`src/rtl/risc_v_trace_pkg.sv`:
```
`default_nettype none
// ============================================================================
// Module  : risc_v_trace_pkg
// Brief   : Shared types and constants for the RISC-V trace UART.
// Revision: 1.0 - initial release
// ============================================================================
package risc_v_trace_pkg;

    typedef enum logic [1:0] {
        IDLE  = 2'd0,
        START = 2'd1,
        DATA  = 2'd2,
        STOP  = 2'd3
    } ser_state_t;

    localparam logic [7:0] SYNC_BYTE     = 8'hA5;
    localparam int         REC_W         = 64;
    localparam int         BYTES_PER_REC = 9;

    // Byte 0 is the sync marker, bytes 1..8 walk the record MSB first.
    function automatic logic [7:0] rec_byte(input logic [REC_W-1:0] rec,
                                            input logic [3:0]       idx);
        logic [7:0] b;
        case (idx)
            4'd1:    b = rec[63:56];
            4'd2:    b = rec[55:48];
            4'd3:    b = rec[47:40];
            4'd4:    b = rec[39:32];
            4'd5:    b = rec[31:24];
            4'd6:    b = rec[23:16];
            4'd7:    b = rec[15:8];
            4'd8:    b = rec[7:0];
            default: b = SYNC_BYTE;
        endcase
        return b;
    endfunction

endpackage
`default_nettype wire

```
`src/rtl/risc_v_trace_uart_fifo.sv`:
```
`default_nettype none
// ============================================================================
// Module  : trace_fifo
// Brief   : First-word fall-through record FIFO; push accepted when full if
//           a pop happens on the same edge.
// Revision: 1.0 - initial release
// ============================================================================
module trace_fifo
    import risc_v_trace_pkg::*;
#(
    parameter int DEPTH = 16
) (
    input  logic             CLK,
    input  logic             RST,
    input  logic             push,
    input  logic             pop,
    input  logic [REC_W-1:0] din,
    output logic [REC_W-1:0] dout,
    output logic             full,
    output logic             empty
);

    localparam int         AW         = (DEPTH > 1) ? $clog2(DEPTH) : 1;
    localparam logic [AW:0] c_full_cnt = (AW + 1)'(DEPTH);

    logic [REC_W-1:0] r_mem [DEPTH];
    logic [AW-1:0]    r_wr_ptr;
    logic [AW-1:0]    r_rd_ptr;
    logic [AW:0]      r_count;
    logic             w_push;
    logic             w_pop;

    assign w_pop  = pop && !empty;
    assign w_push = push && (!full || w_pop);
    assign full   = (r_count == c_full_cnt);
    assign empty  = (r_count == '0);
    assign dout   = r_mem[r_rd_ptr];

    always_ff @(posedge CLK) begin
        if (w_push) begin
            r_mem[r_wr_ptr] <= din;
        end
    end

    always_ff @(posedge CLK or posedge RST) begin
        if (RST) begin
            r_wr_ptr <= '0;
            r_rd_ptr <= '0;
            r_count  <= '0;
        end else begin
            if (w_push) r_wr_ptr <= r_wr_ptr + 1'b1;
            if (w_pop)  r_rd_ptr <= r_rd_ptr + 1'b1;
            case ({w_push, w_pop})
                2'b10:   r_count <= r_count + 1'b1;
                2'b01:   r_count <= r_count - 1'b1;
                default: r_count <= r_count;
            endcase
        end
    end

endmodule
`default_nettype wire

```
`src/rtl/risc_v_trace_uart.sv`:
```
`default_nettype none
// ============================================================================
// Module  : risc_v_trace_uart
// Brief   : Captures {PC, INST_DATA} trace records and streams them out as
//           9-byte 8N1 UART packets, counting records lost to overflow.
// Revision: 1.0 - initial release
// ============================================================================
module risc_v_trace_uart
    import risc_v_trace_pkg::*;
#(
    parameter int CLKS_PER_BIT = 434,
    parameter int FIFO_DEPTH   = 16
) (
    input  logic        CLK,
    input  logic        RST,
    input  logic        TRACE_EN,
    input  logic [31:0] PC,
    input  logic [31:0] INST_DATA,
    output logic        UART_TX,
    output logic        TX_BUSY,
    output logic        OVF,
    output logic [7:0]  DROP_CNT
);

    localparam logic [15:0] c_bit_last  = 16'(CLKS_PER_BIT - 1);
    localparam logic [3:0]  c_last_byte = 4'(BYTES_PER_REC - 1);

    ser_state_t       r_state;
    logic [15:0]      r_bit_cnt;
    logic [2:0]       r_bit_idx;
    logic [3:0]       r_byte_idx;
    logic [REC_W-1:0] r_rec;
    logic             r_tx;
    logic             r_busy;
    logic             r_ovf;
    logic [7:0]       r_drop_cnt;

    logic [REC_W-1:0] w_fifo_dout;
    logic             w_full;
    logic             w_empty;
    logic             w_pop;
    logic             w_drop;
    logic             w_bit_end;
    logic [7:0]       w_cur_byte;
    logic [2:0]       w_next_bit;

    assign w_pop      = (r_state == IDLE) && !w_empty;
    assign w_drop     = TRACE_EN && w_full && !w_pop;
    assign w_bit_end  = (r_bit_cnt == c_bit_last);
    assign w_cur_byte = rec_byte(r_rec, r_byte_idx);
    assign w_next_bit = r_bit_idx + 3'd1;

    trace_fifo #(
        .DEPTH (FIFO_DEPTH)
    ) u_fifo (
        .CLK   (CLK),
        .RST   (RST),
        .push  (TRACE_EN),
        .pop   (w_pop),
        .din   ({PC, INST_DATA}),
        .dout  (w_fifo_dout),
        .full  (w_full),
        .empty (w_empty)
    );

    // UART_TX and TX_BUSY are registered with the state so they change on the
    // same edge as the state transition that implies them.
    always_ff @(posedge CLK or posedge RST) begin
        if (RST) begin
            r_state    <= IDLE;
            r_bit_cnt  <= '0;
            r_bit_idx  <= '0;
            r_byte_idx <= '0;
            r_rec      <= '0;
            r_tx       <= 1'b1;
            r_busy     <= 1'b0;
        end else begin
            case (r_state)
                IDLE: begin
                    r_tx <= 1'b1;
                    if (!w_empty) begin
                        r_rec      <= w_fifo_dout;
                        r_byte_idx <= '0;
                        r_bit_cnt  <= '0;
                        r_tx       <= 1'b0;
                        r_busy     <= 1'b1;
                        r_state    <= START;
                    end
                end
                START: begin
                    if (w_bit_end) begin
                        r_bit_cnt <= '0;
                        r_bit_idx <= '0;
                        r_tx      <= w_cur_byte[0];
                        r_state   <= DATA;
                    end else begin
                        r_bit_cnt <= r_bit_cnt + 16'd1;
                    end
                end
                DATA: begin
                    if (w_bit_end) begin
                        r_bit_cnt <= '0;
                        if (r_bit_idx == 3'd7) begin
                            r_tx    <= 1'b1;
                            r_state <= STOP;
                        end else begin
                            r_bit_idx <= w_next_bit;
                            r_tx      <= w_cur_byte[w_next_bit];
                        end
                    end else begin
                        r_bit_cnt <= r_bit_cnt + 16'd1;
                    end
                end
                STOP: begin
                    if (w_bit_end) begin
                        r_bit_cnt <= '0;
                        if (r_byte_idx < c_last_byte) begin
                            r_byte_idx <= r_byte_idx + 4'd1;
                            r_tx       <= 1'b0;
                            r_state    <= START;
                        end else begin
                            r_busy  <= 1'b0;
                            r_state <= IDLE;
                        end
                    end else begin
                        r_bit_cnt <= r_bit_cnt + 16'd1;
                    end
                end
                default: begin
                    r_tx    <= 1'b1;
                    r_busy  <= 1'b0;
                    r_state <= IDLE;
                end
            endcase
        end
    end

    always_ff @(posedge CLK or posedge RST) begin
        if (RST) begin
            r_ovf      <= 1'b0;
            r_drop_cnt <= '0;
        end else if (w_drop) begin
            r_ovf <= 1'b1;
            if (r_drop_cnt != 8'hFF) begin
                r_drop_cnt <= r_drop_cnt + 8'd1;
            end
        end
    end

    assign UART_TX  = r_tx;
    assign TX_BUSY  = r_busy;
    assign OVF      = r_ovf;
    assign DROP_CNT = r_drop_cnt;

endmodule
`default_nettype wire
```
`config.mk`:
```
export PLATFORM = sky130hd
export DESIGN_NAME = risc_v_trace_uart
export DESIGN_NICKNAME = d
export VERILOG_FILES = /design/src/rtl/risc_v_trace_pkg.sv /design/src/rtl/risc_v_trace_uart_fifo.sv /design/src/rtl/risc_v_trace_uart.sv
export SDC_FILE = /design/constraint.sdc
export NUM_CORES = 1
export LEC_CHECK = 0
export CAP_MARGIN = 20
export CORE_MARGIN = 5
export CORE_UTILIZATION = 35
export CTS_CLUSTER_DIAMETER = 100
export CTS_CLUSTER_SIZE = 8
export DETAILED_ROUTE_END_ITERATION = 8
export SYNTH_ARGS = -nofsm -noshare
export SYNTH_HDL_FRONTEND = slang
export SYNTH_HIERARCHICAL = 1
export SYNTH_SLANG_ARGS = --single-unit
```
`constraint.sdc`:
```
create_clock -name CLK -period 5 [get_ports CLK]
set_clock_uncertainty 0.05 [all_clocks]
set_input_delay 1.5 -clock CLK [delete_from_list [all_inputs] [get_ports CLK]]
set_output_delay 1.5 -clock CLK [all_outputs]
set_load 0.02 [all_outputs]
```
==> out/results.ini, run 1 <==
[final_layout]
synthToLayoutAreaGrowth_pct = 17.2
nNetsFinal = 2497
final_area_um2 = 51700
drive_above_1_share = 0.215
fin_util = 0.412

[worst_setup_path]
r2r_slack_ns = 1.56
crit_slowest_cell = clkdlybuf4s50_1
slowest_delay_ns = 0.83
critPathArrivalTime_ns = 3.94
cp-start-kind = input pin
worstSetupEndpointType = flip-flop
worstPathCellList = clkdlybuf4s50_1 > nor2b_1 > and3_4 > buf_12
critPathTopFamily = simple AND/OR/NAND/NOR gates
critical_path_buf_inv_count = 2
crit_fanout = 30
worstSetupPathType = input pin to flip-flop
cp_data_required_time_ns = 5.37

[timing]
worstMarginPinSlew_ns = 1.07
timing.final.crit_share = 0.713
slew_headroom = 0.287
rsz0062_at_grt = no
hold_viol_final = 0
setup_tns_ns = 0
final-max-slew-violation-count = 0
setup_slack_ns = 1.43
fin_crit_ns = 3.57
setup_viol = 0
max_freq_mhz = 280

[die]
initial_core_util = 0.352
die-height_um = 365
core_um2 = 126000
rows = 130
io_pins = 78
die-area_um2 = 133000
die_x_um = 365

[grt]
overflow = 0
grt_pass1_wl_um = 155000
grt_max_degree = 78
antenna_found_initial = 6
grtUsageTotal = 0.158
grt_pass1_vias = 23000

[clock_network]
cts-resized-gates = 0
cts_tree = done
clkSinkCount = 1137
postCtsSetupBuffers = 0
cts_buffers = 161
path_clk_slew_ns = 0.05
htree_levels = 4
cts_buffer_depth = 3
cts_hold_buf = 0
clk_latency_ns = 0.75
root_buffer = clkbuf_16

[logic_synthesis]
synth-seq-cells = 1137
avgSynthCellArea_um2 = 19.8
ys.flop_type = edfxtp_1
yosysTopAreaCell = edfxtp_1
netlist_top_cells_area = edfxtp_1 70%, mux4_2 13%, dfrtp_1 6.3%
synth_nets = 2320
synthCells = 2231
synth_seq_area_share = 0.760
synth_warnings = 6
yosys.cell_types.count = 69
yosys.area.top_type_share = 0.696
synth_area_um2 = 44200
async_reset_ff_frac = 0.0994
synth_edf_count = 1024

[detailed_routing]
dr.pass1.iters = 8
vias_per_cell = 5.40
vias = 22200
ant_nets = 0
routedWlPerCell_um = 25.5
wl_um = 105000
drc = 0
first_iter_violations = 2189

[status]
outcome = completed

[placement]
hpwl_um = 63500
place_area_um2 = 47200
numPortBuffers = 77
place_congestion = 0.830
dp_slack_ns = 0.763

[power_and_ir_drop]
power.leakage_nw = 17.1
vdd_drop_max_uv = 290
p_per_area_nw_per_um2 = 442
power.total_mw = 22.9

[hold_path]
hold_class = flip-flop to flip-flop

[run]
maxCapViolations = 0

## layout by cell type (no fill, tap or decap), types with 6 or more instances in the layout
master / instances
inv_1: 19
buf_4: 28
o21ai_0: 31
nand4_1: 8
ha_1: 21
a22o_1: 7
nand3_1: 17
mux2i_1: 8
clkbuf_16: 163
clkdlybuf4s50_1: 77
a22oi_1: 139
nand2b_1: 9
nor2_1: 20
xnor2_1: 14
and3_4: 16
clkbuf_1: 42
mux2_2: 6
mux4_2: 256
dfrtp_1: 110
a21oi_1: 12
edfxtp_1: 1024
and3_1: 6
nand2_1: 294
buf_12: 26
## where the power goes
group	total (mW)	internal [mW]	switching, mW
clock network	9.75	5.93	3.82
logic	1.60	0.552	1.05
registers	11.5	11.3	0.220
total	22.9	17.8	5.09
## cell usage after synthesis (6+ instances only)
cell type and instances:
mux4_2 256, nand4_1 8, mux2_2 6, clkbuf_1 48, buf_2 18, a22o_1 7, a22oi_1 139, xnor2_1 14
buf_4 13, buf_6 15, nand2b_1 10, a21oi_1 12, nand2_1 294, nor2_1 21, mux2i_1 8, and3_1 22
o21ai_0 31, and2_1 6, nand3_1 17, dfrtp_1 112, buf_1 22, ha_1 21, inv_1 21, edfxtp_1 1024
## kinds of logic after synthesis
kind of cell	after synthesis	synth area share
AND/OR/NAND/NOR	406	0.0400
multiplexers	270	0.134
adder cells (fa/ha/maj)	22	0.00640
flip-flops	1137	0.760
buffers and inverters	138	0.0159
XOR/XNOR	19	0.00377
AO/OA/AOI/OAI	239	0.0396
## per-layer routing
metal  wire, um  part of all wire  up-vias  global-route usage
met3       6330             0.060      158              0.0284
met1      46300              0.44    11900               0.228
met5         21           0.00020        -                   0
met4       2220             0.021        4              0.0445
li1           -                 -     9425                   -
met2      50200              0.48      748               0.249
## flip-flops by register name, summed over array words and instances (netlist names)
register and count:
r_byte_idx 4, OVF 1, TX_BUSY 1, r_bit_cnt 16, u_fifo/r_count 5, r_state 2
r_rec 64, UART_TX 1, u_fifo/r_mem 1024, r_bit_idx 3, u_fifo/r_wr_ptr 4, u_fifo/r_rd_ptr 4
DROP_CNT 8
## path summary, 6_finish.rpt
check	end	from	cells after the start
worst max-delay path	u_fifo/r_mem[0][36]$_DFFE_PP_	TRACE_EN	4
worst max register to register	u_fifo/r_mem[7][41]$_DFFE_PP_	u_fifo/r_count[3]$_DFFE_PP0P_	9
worst min-delay path	OVF$_DFFE_PP0P_	OVF$_DFFE_PP0P_	1
min in group asynchronous	u_fifo/r_count[3]$_DFFE_PP0P_	RST	2
max in group asynchronous	UART_TX$_DFFE_PP1P_	RST	3
worst min register to register	OVF$_DFFE_PP0P_	OVF$_DFFE_PP0P_	1
## stage by stage
step           std cells  hold WS [ns]
2_1_floorplan       2231         0.390
3_3_place_gp        3895         0.413
3_5_place_dp        3895         0.415
4_1_cts             4115         0.428
5_1_grt             4115         0.441
6_report            4116         0.428
## layout make-up
| cell class | count | area (um2) |
|---|---|---|
| fillers | 10900 | 73800 |
| flip-flops and latches | 1137 | 33600 |
| multi-input cells | 956 | 9990 |
| clock buffers | 205 | 4240 |
| well taps | 1650 | 2060 |
| repair buffers | 131 | 1500 |
| clock inverters | 15 | 285 |
| inverters | 21 | 81.3 |
| diodes | 1 | 2.50 |
No activity file was read; power rests on OpenSTA's default activity.
==> run 2, diff against run 1 <==
- clock period: 5 -> 3.3 ns (I/O delays scaled with it)
==> run 2 against run 1 <==
  * Final cell count is 0.17% higher
  * Critical path depth grew 9
  * Flip-flop and latch count is the same
  * Non-clock buffer count up 22
  * Hold slack worse by 0.0031 ns
  * Count of clock-buffer cells in the layout is 19 lower
  * Routed wire length grew 0.19%
  * Register-to-register slack got worse by 1.3 ns
  * Total power up 52%
  * Global-route usage hardly changed
  * Core utilization rose by 0.33 points
  * Critical endpoint is now u_fifo/r_count[4]$_DFFE_PP0P_
  * Largest cell class unchanged
==> out/results.ini, run 2 (same netlist as run 1, synthesis figures left out) <==
[status]
outcome = completed

[power_and_ir_drop]
vdd_drop_max_uv = 389  ; +34%
switching_power_mw = 7.80  ; +53%
combPwrFrac = 0.075  ; +0.005
p_per_area_nw_per_um2 = 666  ; +51%
sw_frac_of_total = 0.225  ; +0.00204
power.leakage_nw = 17.2  ; +1.0%
p_int_mw = 26.9  ; +51%
p_seq_frac = 0.503  ; about the same
p_clk_frac = 0.422  ; -0.004

[clock_network]
cts_tree = done
path_clk_slew_ns = 0.05  ; about the same
clkSinkCount = 1137  ; unchanged
clk_latency_ns = 0.76  ; about the same
cts_buffers = 161  ; unchanged
root_buffer = clkbuf_16
htree_levels = 4  ; unchanged
cts_buffer_depth = 3  ; unchanged
cts_hold_buf = 0  ; unchanged

[final_layout]
final_common_cell = edfxtp_1
synthToLayoutAreaGrowth_pct = 18.1
regArea_um2 = 33600  ; unchanged
fillers = 10900  ; -0.50%
nNetsFinal = 2519  ; +0.88%
stdcell_count = 4123  ; +0.17%
biggestRegsByFlops = u_fifo/r_mem (1024), r_rec (64), r_bit_cnt (16)
drive_above_1_share = 0.224  ; +0.00928
final_area_um2 = 52200  ; +0.79%
largest_reg_flops = 1024  ; unchanged
multi_input_area_um2 = 9990  ; about the same
mostFrequentLayoutCells = 1024 x edfxtp_1, 294 x nand2_1, 256 x mux4_2
largest-register = u_fifo/r_mem

[placement]
place_congestion = 0.839  ; +1.1%
place_area_um2 = 47700  ; +1.0%
dp.cells = 3917  ; +0.56%
hpwl_um = 63800  ; +0.44%
numPortBuffers = 77  ; unchanged

[die]
die_x_um = 365  ; unchanged
rows = 130  ; unchanged
die-height_um = 365  ; unchanged
die-area_um2 = 133000  ; unchanged
io_pins = 78  ; unchanged
initial_core_util = 0.352  ; unchanged
core_um2 = 126000  ; unchanged

[timing]
final-max-slew-violation-count = 0  ; unchanged
timing.final.crit_share = 0.917
worstMarginPinSlew_ns = 1.00  ; -0.0655 ns
setup_viol = 0  ; unchanged
setup_tns_ns = 0  ; unchanged
fin_crit_ns = 3.03
rsz0062_at_grt = no
hold_viol_final = 0  ; unchanged
max_freq_mhz = 331
slew_headroom = 0.332  ; +0.0451

[run]
maxCapViolations = 0  ; unchanged

[detailed_routing]
vias_per_cell = 5.47  ; +1.2%
dr.pass1.iters = 5  ; -3
drc = 0  ; unchanged
vias = 22500  ; +1.4%
ant_nets = 0  ; unchanged
routedWlPerCell_um = 25.5  ; about the same
wl_um = 105000  ; +0.19%
first_iter_violations = 2190  ; +0.046%

[grt]
grt_pass1_wl_um = 156000  ; +0.69%
grt_pass1_vias = 23200  ; +0.88%
overflow = 0  ; unchanged
grtUsageTotal = 0.158  ; +0.000323
antenna_found_initial = 10  ; +4
grt_max_degree = 101  ; +29%

[worst_setup_path]
crit_fanout = 8  ; -73%
worstSetupPathType = flip-flop to flip-flop
worstSetupEndpointType = flip-flop
cp_data_required_time_ns = 3.91  ; -1.46 ns
cp-start-kind = flip-flop
critPathArrivalTime_ns = 3.64  ; -0.30 ns

[hold_path]
hold_class = flip-flop to flip-flop

-- run 2: final cells by class --
type	count	share of cell area
clock buffers	186	0.0795
flip-flops and latches	1137	0.644
clock inverters	17	0.00545
repair buffers	153	0.0383
inverters	21	0.00158
multi-input cells	956	0.192
well taps	1650	0.0396
diodes	3	0.000144
-- run 2: final timing paths --
| check | from | endpoint | slack, ns | cells past startpoint |
|---|---|---|---|---|
| min | r_rec[13]$_DFFE_PP0P_ | r_rec[13]$_DFFE_PP0P_ | 0.42 | 2 |
| max in group asynchronous | RST | r_rec[47]$_DFFE_PP0P_ | 1.89 | 3 |
| min reg2reg | r_rec[13]$_DFFE_PP0P_ | r_rec[13]$_DFFE_PP0P_ | 0.42 | 2 |
| max | u_fifo/r_count[0]$_DFFE_PP0P_ | u_fifo/r_count[4]$_DFFE_PP0P_ | 0.27 | 13 |
| min in group asynchronous | RST | u_fifo/r_count[4]$_DFFE_PP0P_ | 0.78 | 2 |
| max reg2reg | u_fifo/r_count[0]$_DFFE_PP0P_ | u_fifo/r_count[4]$_DFFE_PP0P_ | 0.27 | 13 |
-- run 2: repair_timing --
item,in CTS,in global routing
setup endpoints to repair,0,2
endpoints found under the hold margin,0,0
setup buffers,0,0
resized for setup,0,2
-- run 2: metal layers --
metal | vias up | GRT usage | share of wire
met5 | - | 0 | 0.00073
met4 | 12 | 0.0375 | 0.017
met3 | 154 | 0.0380 | 0.068
met2 | 784 | 0.249 | 0.48
met1 | 12100 | 0.225 | 0.44
li1 | 9447 | - | -
-- run 2: critical path, stage by stage (launching register included) --
cell,delay (ns)
dfrtp_1,0.43
nor4_4,0.32
nand2b_1,0.17
inv_1,0.14
nand2b_2,0.15
inv_2,0.08
o21ai_1,0.22
or2_2,0.22
inv_1,0.09
ha_1,0.32
nor2_1,0.21
a21oi_1,0.11
o31a_1,0.25
o211ai_1,0.17
-- run 2: stage by stage --
step	setup slack [ns]	total power, mW	utilization	hold WS [ns]
floorplan	0.0947	18.8	-	0.390
global placement	0.210	20.2	0.380	0.418
detailed placement	0.161	20.3	0.380	0.415
CTS	0.203	35.1	0.415	0.429
global route	0.00710	36.0	0.415	0.446
finish	0.274	34.7	0.415	0.425
-- run 2: power groups by stage --
stage / Clock (mW) / Combinational [mW] / Sequential, mW
3_5_place_dp: 0 / 2.63 / 17.7
2_1_floorplan: 0 / 1.21 / 17.6
5_1_grt: 15.7 / 2.76 / 17.5
4_1_cts: 15.0 / 2.64 / 17.4
6_report: 14.7 / 2.60 / 17.4
3_3_place_gp: 0 / 2.55 / 17.6
==> run 3, diff against run 2 <==
- GPL_TIMING_DRIVEN: not set -> 0
- TNS_END_PERCENT: not set -> 100
==> run 3 against run 2 <==
  * Count of clock-buffer cells in the layout increased by 27
  * Via count increased by 4.0%
  * First-iteration DRC count increased by 8.8%
  * Final cell count increased by 3.2%
  * Flip-flop and latch count unchanged
  * Core utilization increased by 0.44 points
  * Register-to-register slack got worse by 0.14 ns
  * Critical endpoint is now u_fifo/r_mem[11][18]$_DFFE_PP_
==> out/results.ini, run 3 (same netlist as run 1, synthesis figures left out) <==
[power_and_ir_drop]
vdd_drop_max_uv = 439  ; +13%
switching_power_mw = 8.29  ; +6.3%
p_int_mw = 27.1  ; +0.55%
p_seq_frac = 0.493  ; -0.010
p_clk_frac = 0.420  ; -0.002
p_per_area_nw_per_um2 = 671  ; +0.77%
sw_frac_of_total = 0.234  ; +0.00986
combPwrFrac = 0.087  ; +0.012
power.leakage_nw = 17.5  ; +1.6%

[detailed_routing]
vias = 23400  ; +4.0%
ant_nets = 0  ; unchanged
wl_met1_um = 48400  ; +4.9%
vias_per_cell = 5.51  ; +0.81%
dr.pass1.iters = 5  ; unchanged
drc = 0  ; unchanged
top_layer_used = met5
routed-wl-met3_um = 9680  ; +35%
first_iter_violations = 2383  ; +8.8%
wl_met2_um = 56400  ; +13%
wl_um = 118000  ; +12%
routedWlPerCell_um = 27.7  ; +8.6%

[die]
die-height_um = 365  ; unchanged
io_pins = 78  ; unchanged
rows = 130  ; unchanged
core_um2 = 126000  ; unchanged
die-area_um2 = 133000  ; unchanged
initial_core_util = 0.352  ; unchanged
die_x_um = 365  ; unchanged

[final_layout]
biggestRegsByFlops = u_fifo/r_mem (1024), r_rec (64), r_bit_cnt (16)
largest-register = u_fifo/r_mem
fin_util = 0.420  ; +0.00444
drive_above_1_share = 0.226  ; +0.00183
synthToLayoutAreaGrowth_pct = 19.4
final_common_cell = edfxtp_1
largest_reg_flops = 1024  ; unchanged
final_area_um2 = 52700  ; +1.1%
mostFrequentLayoutCells = 1024 x edfxtp_1, 294 x nand2_1, 256 x mux4_2
nNetsFinal = 2620  ; +4.0%

[timing]
setup_slack_ns = 0.0575  ; -0.217 ns
setup_viol = 0  ; unchanged
fin_crit_ns = 3.24  ; +0.217 ns
worst_hold_slack_ns = 0.418  ; -0.00624 ns
timing.final.crit_share = 0.983  ; +0.0657
max_freq_mhz = 308  ; -6.7%
slew_headroom = 0.239  ; -0.0930
final-max-slew-violation-count = 0  ; unchanged
setup_tns_ns = 0  ; unchanged
worstMarginPinSlew_ns = 1.14  ; +0.140 ns
hold_viol_final = 0  ; unchanged

[grt]
overflow = 0  ; unchanged
grt_max_degree = 41  ; -59%
antenna_found_initial = 12  ; +2
grt_pass1_vias = 24400  ; +5.4%
grt_pass1_wl_um = 171000  ; +9.2%
grtUsageTotal = 0.178  ; +0.0198

[worst_setup_path]
cp_data_required_time_ns = 3.63  ; -0.28 ns
critPathArrivalTime_ns = 3.57  ; -0.07 ns
crit_slowest_cell = nor2b_2
reg2reg_depth = 8  ; -5
critical_path_depth = 4  ; -9
critical_path_buf_inv_count = 2  ; -1
worstSetupEndpointType = flip-flop
crit_start = TRACE_EN
r2r-end = r_rec[54]$_DFFE_PP0P_
cp-start-kind = input pin
worstSetupPathType = input pin to flip-flop
r2r_slack_ns = 0.13  ; -0.14 ns
endpoint = u_fifo/r_mem[11][18]$_DFFE_PP_
slowest_delay_ns = 0.84  ; +0.41 ns
worstPathCellList = clkdlybuf4s50_1 > clkbuf_1 > nor2b_2 > and3_2
critPathTopFamily = simple AND/OR/NAND/NOR gates
r2r_start = u_fifo/r_rd_ptr[1]$_DFFE_PP0N_
crit_fanout = 17  ; +9

[placement]
place_congestion = 0.872  ; +3.9%
numPortBuffers = 77  ; unchanged
dp_slack_ns = -1.20  ; -1.37 ns
place_area_um2 = 47600  ; -0.25%
hpwl_um = 67200  ; +5.4%

[clock_network]
clkSinkCount = 1137  ; unchanged
cts_tree = done
clk_latency_ns = 0.74  ; -0.02 ns
htree_levels = 4  ; unchanged
path_clk_slew_ns = 0.05  ; about the same
cts_buffers = 160  ; -0.62%
cts_buffer_depth = 3  ; unchanged
root_buffer = clkbuf_16

[status]
outcome = completed

[run]
maxCapViolations = 0  ; unchanged

[hold_path]
hold_class = flip-flop to flip-flop

run 3: stage by stage:
stage | power (mW) | instances
2_1_floorplan | 18.8 | 2231
3_3_place_gp | 19.9 | 3958
3_5_place_dp | 20.2 | 3978
4_1_cts | 35.7 | 4245
5_1_grt | 36.6 | 4248
6_report | 35.4 | 4255
run 3: how the worst min path moves through the flow:
stage                                from                    end  slack (ns)  cells past startpoint
floorplan           r_rec[13]$_DFFE_PP0P_  r_rec[13]$_DFFE_PP0P_        0.39                      2
global placement          OVF$_DFFE_PP0P_        OVF$_DFFE_PP0P_        0.40                      1
detailed placement        OVF$_DFFE_PP0P_        OVF$_DFFE_PP0P_        0.40                      1
CTS                       OVF$_DFFE_PP0P_        OVF$_DFFE_PP0P_        0.42                      1
global route              OVF$_DFFE_PP0P_        OVF$_DFFE_PP0P_        0.45                      1
finish                    OVF$_DFFE_PP0P_        OVF$_DFFE_PP0P_        0.42                      1
run 3: power by group through the flow:
stage | Sequential, mW | Combinational [mW] | Clock (mW)
finish | 17.4 | 3.06 | 14.9
global route | 17.5 | 3.19 | 15.9
CTS | 17.4 | 3.04 | 15.2
detailed placement | 17.7 | 2.53 | 0
global placement | 17.7 | 2.21 | 0
floorplan | 17.6 | 1.21 | 0
run 3: layout make-up:
class                   instances  area, um2
diodes                          9       22.5
plain buffers                 116        631
repair buffers                123       1650
fillers                     10900      72900
multi-input cells             972      10100
well taps                    1650       2060
clock inverters                14        320
flip-flops and latches       1137      33600
clock buffers                 213       4250
inverters                      21       85.1
run 3: repair_timing:
| action | CTS | global route |
|---|---|---|
| setup buffers | 25 | 1 |
| pin swaps | 9 | 0 |
| endpoints found under the setup margin | 1029 | 230 |
| hold endpoints to repair | 0 | 0 |
| hold buffers | 0 | 0 |
| gates cloned | 16 | 0 |
| resized for setup | 12 | 5 |
run 3: per-layer routing:
| layer | vias to the layer above | GRT usage |
|---|---|---|
| met5 | - | 0 |
| met2 | 1036 | 0.285 |
| met3 | 203 | 0.0398 |
| met1 | 12500 | 0.243 |
| li1 | 9710 | - |
| met4 | 8 | 0.0600 |
